$ cat config.mk
export PLATFORM = sky130hd
export DESIGN_NAME = rr_resource_arbiter
export DESIGN_NICKNAME = d
export VERILOG_FILES = /design/src/rtl/rr_resource_arbiter.sv
export SDC_FILE = /design/constraint.sdc
export NUM_CORES = 1
export LEC_CHECK = 0
export ABC_AREA = 1
export CAP_MARGIN = 20
export CORE_UTILIZATION = 48
export CTS_BUF_LIST = sky130_fd_sc_hd__clkbuf_8 sky130_fd_sc_hd__clkbuf_16
export DETAILED_ROUTE_END_ITERATION = 8
export MAX_ROUTING_LAYER = met4
export PLACE_DENSITY = 0.74
export SLEW_MARGIN = 20
export SYNTH_ARGS = -nofsm -noshare
export SYNTH_HDL_FRONTEND = slang
export SYNTH_SLANG_ARGS = --single-unit
$ cat constraint.sdc
create_clock -name clk -period 1.99 [get_ports clk]
set_clock_uncertainty 0.05 [all_clocks]
set_input_delay 0.398 -clock clk [delete_from_list [all_inputs] [get_ports clk]]
set_output_delay 0.398 -clock clk [all_outputs]
set_load 0.1 [all_outputs]
$ cat src/rtl/rr_resource_arbiter.sv
// -----------------------------------------------------------------------------
// rr_resource_arbiter
//
// Round-robin arbiter that hands one shared resource (bus, datapath unit, ...)
// to N_REQ requesters. Ownership follows a req/gnt/done handshake. Between two
// owners there is always exactly one dead cycle with gnt all-zero.
//
// Optional feature (compile-time macro): ARB_TIMEOUT_EN
//   defined   : a hold counter revokes a grant after MAX_HOLD cycles without
//               a release. A one-cycle timeout pulse flags the revocation.
//   undefined : no counter exists, timeout is tied low, and a grant lasts as
//               long as its owner keeps requesting.
//
// Parameters
//   N_REQ    number of requesters (2..8)
//   ID_W     width of gnt_id, must equal clog2(N_REQ)
//   MAX_HOLD grant-cycle limit per owner, only used with ARB_TIMEOUT_EN (2..15)
//
// Ports
//   clk      in   1      clock, every state update happens on posedge
//   reset_L  in   1      asynchronous active-low reset
//   req      in   N_REQ  req[i]=1 : requester i wants the resource
//   done     in   N_REQ  release strobe, only done[gnt_id] counts while granted
//   gnt      out  N_REQ  registered one-hot grant, zero when nobody owns
//   gnt_id   out  ID_W   index of the current owner, or of the last owner
//   busy     out  1      registered copy of |gnt
//   timeout  out  1      one-cycle pulse when the hold limit revokes a grant
// -----------------------------------------------------------------------------
module rr_resource_arbiter #(
  parameter int N_REQ    = 4,
  parameter int ID_W     = 2,
  parameter int MAX_HOLD = 8
) (
  input  logic             clk,
  input  logic             reset_L,
  input  logic [N_REQ-1:0] req,
  input  logic [N_REQ-1:0] done,
  output logic [N_REQ-1:0] gnt,
  output logic [ID_W-1:0]  gnt_id,
  output logic             busy,
  output logic             timeout
);

  typedef enum logic [1:0] {
    ST_IDLE  = 2'd0,
    ST_GRANT = 2'd1,
    ST_GAP   = 2'd2
  } state_e;

  // Requester count at the width of the rotation sum. This keeps the modulo
  // reduction free of width mismatches.
  localparam logic [ID_W:0]    N_REQ_X = (ID_W + 1)'(N_REQ);
  localparam logic [N_REQ-1:0] ONE_HOT = N_REQ'(1);

  state_e           state_q, state_d;
  logic [ID_W-1:0]  last_id, last_id_d;
  logic [N_REQ-1:0] gnt_d;
  logic [ID_W-1:0]  gnt_id_d;
  logic             busy_d;

  logic             pick_valid;
  logic [ID_W-1:0]  pick_id;

`ifdef ARB_TIMEOUT_EN
  localparam int               HOLD_W   = $clog2(MAX_HOLD + 1);
  localparam logic [HOLD_W-1:0] HOLD_END = HOLD_W'(MAX_HOLD - 1);

  logic [HOLD_W-1:0] hold_cnt, hold_cnt_d;
  logic              timeout_d;
`endif

  // ---------------------------------------------------------------------------
  // Round-robin pick. The search starts at last_id+1 and wraps modulo N_REQ.
  // The loop runs from the farthest offset down to the nearest one, so the
  // last match is the nearest pending requester.
  // ---------------------------------------------------------------------------
  always_comb begin : arbitrate
    logic [ID_W:0] cand;
    // NOTE: every signal driven here gets a value before any branch. A path
    // that left one unassigned would infer a latch.
    cand       = '0;
    pick_valid = 1'b0;
    pick_id    = '0;
    for (int k = N_REQ; k >= 1; k--) begin
      cand = {1'b0, last_id} + (ID_W + 1)'(k);
      if (cand >= N_REQ_X) begin
        cand = cand - N_REQ_X;
      end
      if (req[cand[ID_W-1:0]]) begin
        pick_valid = 1'b1;
        pick_id    = cand[ID_W-1:0];
      end
    end
  end

  // ---------------------------------------------------------------------------
  // Next-state and next-output logic.
  // ---------------------------------------------------------------------------
  always_comb begin : next_state
    logic release_hit;
    release_hit = done[gnt_id] | ~req[gnt_id];

    state_d   = state_q;
    gnt_d     = gnt;
    gnt_id_d  = gnt_id;
    busy_d    = busy;
    last_id_d = last_id;
`ifdef ARB_TIMEOUT_EN
    hold_cnt_d = hold_cnt;
    timeout_d  = 1'b0;
`endif

    unique case (state_q)
      // The edge that closes the dead cycle arbitrates exactly as IDLE does.
      // This keeps the gap at one cycle while other requesters are waiting.
      // last_id already holds the previous owner, so that owner is searched
      // last and wins only when nobody else is requesting.
      ST_IDLE, ST_GAP: begin
        gnt_d  = '0;
        busy_d = 1'b0;
        if (pick_valid) begin
          state_d  = ST_GRANT;
          gnt_d    = ONE_HOT << pick_id;
          gnt_id_d = pick_id;
          busy_d   = 1'b1;
`ifdef ARB_TIMEOUT_EN
          hold_cnt_d = '0;
`endif
        end else begin
          state_d = ST_IDLE;
        end
      end

      // Only the owner's req/done bits are looked at. A release takes
      // priority over the hold limit when both happen on the same edge.
      ST_GRANT: begin
        if (release_hit) begin
          state_d   = ST_GAP;
          gnt_d     = '0;
          busy_d    = 1'b0;
          last_id_d = gnt_id;
`ifdef ARB_TIMEOUT_EN
        end else if (hold_cnt == HOLD_END) begin
          state_d   = ST_GAP;
          gnt_d     = '0;
          busy_d    = 1'b0;
          last_id_d = gnt_id;
          timeout_d = 1'b1;
        end else begin
          hold_cnt_d = hold_cnt + 1'b1;
`endif
        end
      end

      default: begin
        state_d = ST_IDLE;
        gnt_d   = '0;
        busy_d  = 1'b0;
      end
    endcase
  end

  // ---------------------------------------------------------------------------
  // State and output registers. After reset, requester 0 has top priority,
  // because last_id starts at N_REQ-1.
  // ---------------------------------------------------------------------------
  always_ff @(posedge clk or negedge reset_L) begin
    if (!reset_L) begin
      state_q <= ST_IDLE;
      gnt     <= '0;
      gnt_id  <= '0;
      busy    <= 1'b0;
      last_id <= ID_W'(N_REQ - 1);
`ifdef ARB_TIMEOUT_EN
      hold_cnt <= '0;
      timeout  <= 1'b0;
`endif
    end else begin
      // NOTE: non-blocking assignments make every register take its new
      // value from values computed before the edge, with no evaluation-order
      // race between flops.
      state_q <= state_d;
      gnt     <= gnt_d;
      gnt_id  <= gnt_id_d;
      busy    <= busy_d;
      last_id <= last_id_d;
`ifdef ARB_TIMEOUT_EN
      hold_cnt <= hold_cnt_d;
      timeout  <= timeout_d;
`endif
    end
  end

`ifndef ARB_TIMEOUT_EN
  assign timeout = 1'b0;
`endif

endmodule

; Word-level counts from Yosys, hierarchy flattened
; Index checks and enable logic that the tools add are counted.
[totals]
input_bits = 10
wordCells = 65
out_inout_bits = 8
ff_bits = 11
[classes]
shift = 1
n_reduce_logical = 4
n_eq_ne = 3
mux = 33
order_cmp = 9
n_addsub = 8
bitwise_logic = 2
[ops]
columns = operator, count
row1 = two-way mux 2 bit, 9
row2 = < comparator 2 x 3 -> 1 bit (second input constant), 5
row3 = two-way mux 1 bit, 13
row4 = binary-select mux 1 bit (select 2 bit), 6
row5 = >= comparator 3 bit (second input constant), 4
row6 = two-way mux 4 bit, 2
row7 = one-hot mux 4 bit (2 select lines), 1
row8 = subtractor 2 x 1 -> 2 bit (second input constant), 4
row9 = adder 2 x 2 -> 3 bit (second input constant), 2
row10 = one-hot mux 2 bit (2 select lines), 1
row11 = AND reduction 2 bit, 2
row12 = left shift 1 x 2 -> 4 bit (first input constant), 1
row13 = adder 2 x 1 -> 3 bit (second input constant), 1
row14 = adder 2 x 3 -> 3 bit (second input constant), 1
row15 = equality test 2 x 1 -> 1 bit (second input constant), 1
row16 = equality test 2 bit (second input constant), 1
row17 = zero test 2 bit, 1
row18 = != test 2 bit (second input constant), 1
row19 = one-hot mux 1 bit (2 select lines), 1
row20 = OR reduction 2 bit, 1
row21 = NOT 1 bit, 1
row22 = bitwise OR 1 bit, 1

; Depth between registers and ports, before layout
[logic_depth]
word_depth = 12
mapped_depth = 12
mapped_depth_nobuf = 11

; Worst setup path before layout
; OpenSTA, ideal clock, no wires.
[synth_timing]
path_kind = register to register
from = register gnt_id[0]
to = register last_id[1]
t_required_ns = 1.868
setup_slack_ns = 0.073
setup_time_ns = 0.072
arrival_time_ns = 1.796
path_stages_with_launch = 9
path_buffers = 0
period_less_slack_ns = 1.917
path_cell_list = dfrtp_1 -> inv_1 -> nand2_1 -> o221ai_4 -> nand2_1 -> nand2_2 -> inv_2 -> nand2_1 -> o21ai_1
[synth_between]
elab_chain_len = 5
word_cells_on_any_way = 7
cone_classes = mux: 4 / bitwise: 2 / reduce/logical: 1
[synth_lines]
columns = element, line
row1 = start: declaration, 39  ; output logic [ID_W-1:0] gnt_id,
row2 = start signal: assignment, 184  ; gnt_id <= gnt_id_d;
row3 = binary-select mux 1 bit (select 2 bit), 101  ; release_hit = done[gnt_id] | ~req[gnt_id];
row4 = two-way mux 1 bit (implied by the code), 101
row5 = NOT 1 bit, 101
row6 = bitwise OR 1 bit (*), 101
row7 = AND reduction 2 bit (no source line) (*), n/a
row8 = end signal: assignment, 173  ; last_id <= ID_W'(N_REQ - 1);
row9 = end signal: assignment, 186  ; last_id <= last_id_d;
row10 = end: declaration, 56  ; logic [ID_W-1:0] last_id, last_id_d;
; Every way passes the cells marked *; elsewhere a longest branch is shown, timed or not. The select of a mux whose other input is x is not followed.
; A chain may end at the register's enable or synchronous reset.

; Final worst setup path
[layout_timing]
from = input req[1]
to = register last_id[1]
[layout_between]
elab_chain_len = 5
[layout_lines]
columns = element, line
row1 = start: declaration, 36  ; input logic [N_REQ-1:0] req,
row2 = binary-select mux 1 bit (select 2 bit), 101
row3 = two-way mux 1 bit (implied by the code), 101
row4 = NOT 1 bit, 101
row5 = bitwise OR 1 bit, 101
row6 = AND reduction 2 bit (no source line), n/a
; Every way passes these cells. The select of a mux whose other input is x is not followed.

==> summary.txt <==
Worst Path Max Fanout - 6
Die area - 1820 um2
Die Y - 42.7 um
Critical path class - in2reg
CP arrival - 1.78 ns
Hpwl dp - 1340 um
Post-synth top flop - dfrtp_1
VDD IR max - 0.00109 V
Diode count - 0
Sequential cell area fraction in the yosys report - 35.0%
Via count of the first global-routing pass - 723
Clock Latency Late Sink - 0.24 ns
Routed vias/inst - 5.20
Post-route setup slack - 0.320 ns
Number of I/O pins - 18
Die W - 42.7 um
CORE AREA - 1520 um2
CP Launch Type - primary input
Congestion Overflow GR - 0
Yosys top cell area share - 28.3%
Max cap viols - 0
Post-route setup TNS - 0 ns
Number of flops mapped to enable cells by yosys - 0
Pwr dens - 2030 nW/um2
Yosys Warn Count - 0
Asr flop ratio synth - 100%
TritonCTS Buffers - 3
Required @ worst endpoint - 2.10 ns
Port Buffers - 16
CTS-repair resized insts - 0
Path type of the worst min-delay path - in2async
Area leader, netlist - dfrtp_1
Residual DRC - 0
CP Capture Type - flop
Unrepaired setup endpoints after global routing - no
Mapped Nets - 117
Period utilisation layout - 83.9%
Fmax - 0.599 GHz
CTS tree - yes
Fin cells - 141
Hold buffer count at cts - 0
Synthesized area per cell - 7.43 um2
Area growth syn-to-layout - 26.9%
Share of cells above drive strength 1 - 33.6%
Placed cell count - 137
Overall Global Routing Usage - 22.7%
# nets final - 136
Final core occ - 66.2%
Synthesized instance count - 107
Final Hold Fails - 0
Initial antenna violation count - 0
Register area - 278 um2
Final setup fails - 0
Clock Sinks - 11
Wire per inst - 12.3 um
Root buf cell - clkbuf_8
Lkg Pwr - 0.000520 uW
Reg clk slew, reported paths - 0.05 ns
Cell row count - 14
Number of synthesized register bits - 11
Final antenna-violating net count - 0
Final WL - 1740 um
Slew Limit Fails - 0
Netlist cell types - 23
Setup Buffers After CTS - 0
GPL Wtd Cong - 0.803
Worst-case clock buffer depth - 2
Synth area leaders - dfrtp_1 (28%), nand2_1 (15%), nand2_2 (13%)
Fillcell total - 138
R2r setup slk - 0.40 ns
Rel. slew slack - 66.8%
Multi-input gate area - 434 um2
DRT Pass-1 Iters - 4
First-pass GRT wire length - 3040 um
H-tree Lvls - 1
Vias - 733
Final worst path period need - 1.67 ns
Initial DRC Count - 14
Outcome - complete, no violations
Worst-Margin Slew - 0.497 ns
Pre-CTS WS - 0.104 ns
Mapped Area - 795 um2
Largest net degree at the start of global routing - 12
Initial Util - 52.1%
==> final cells by class <==
type,count,area share (%)
multi-input combinational,79,43.1
sequential,11,27.5
timing repair buffer,16,16.6
inverter,15,6.33
clock buffer,3,4.09
tap,16,1.99
clock inverter,1,0.372
==> cell usage after synthesis (2+ instances only) <==
| cell | number |
|---|---|
| nand2_1 | 32 |
| nand2_2 | 16 |
| dfrtp_1 | 9 |
| inv_1 | 7 |
| inv_2 | 7 |
| nand4_1 | 7 |
| nand3_1 | 6 |
| a21oi_1 | 3 |
| nor2_1 | 3 |
| dfstp_2 | 2 |
| o21ai_0 | 2 |
| o21ai_1 | 2 |
==> path summary, 6_finish.rpt <==
path | cells after the start | startpoint | to
worst max-delay path | 10 | req[1] | last_id[1]$_DFFE_PN1P_
worst min-delay path | 1 | reset_L | busy$_DFFE_PN0P_
worst max register to register | 11 | last_id[0]$_DFFE_PN1P_ | gnt[1]$_DFFE_PN0P_
worst min register to register | 2 | gnt[2]$_DFFE_PN0P_ | gnt[2]$_DFFE_PN0P_
max in group asynchronous | 1 | reset_L | last_id[1]$_DFFE_PN1P_
min in group clk | 2 | gnt[2]$_DFFE_PN0P_ | gnt[2]$_DFFE_PN0P_
==> per-stage QoR <==
stage          power, uW  hold slack, ns  cell area, um2
6_report            2040           0.447            1010
5_1_grt             2200           0.493            1010
4_1_cts             2050           0.458            1010
3_5_place_dp        1820           0.471             963
3_3_place_gp        1800           0.474             963
2_1_floorplan       1520          0.0524             795
==> placed cells by master, fill, tap and decap left out <==
cell,count
nand2_2,16
dfrtp_1,9
o31ai_4,1
a21oi_2,1
nand3_1,6
dfstp_2,2
inv_8,1
nand3_2,1
nand2_1,32
nor2_4,1
inv_2,7
nor2_2,1
o22ai_1,1
inv_1,8
o221ai_4,1
clkdlybuf4s50_1,9
clkbuf_8,3
conb_1,1
buf_4,5
o21ai_1,2
o21ai_0,2
nand4_1,7
a21oi_1,3
nor2_1,3
buf_12,2
==> layer usage <==
metal  track usage [%]  part of all wire (%)
met5                 -                     0
met4              4.38                     0
met1              29.9                    45
met2              34.8                    48
met3              6.81                   7.1
==> kinds of logic after synthesis <==
group	after synthesis	synth area share (%)
flip-flops	11	35.0
other	1	0.472
AO/OA/AOI/OAI	11	12.3
buffers and inverters	17	10.4
AND/OR/NAND/NOR	67	41.9
==> state kept, by name (all words and copies together) (netlist names) <==
name and cells:
busy 1, gnt_id 2, last_id 2, gnt 4
state_q 2
==> report_power, final <==
part | internal [uW] | switching (uW)
combinational | 413 | 947
sequential | 335 | 131
clock | 135 | 81.1
==> worst max-delay path, cell delays in order <==
cell and delay [ns]:
clkdlybuf4s50_1 0.45, inv_1 0.10, nor2_1 0.04, a21oi_1 0.20, o31ai_4 0.15, nand2_1 0.10
nand2_2 0.07, inv_2 0.09, nand2_1 0.06, o21ai_1 0.11
Note: power is estimated with default switching activity, not from simulation.
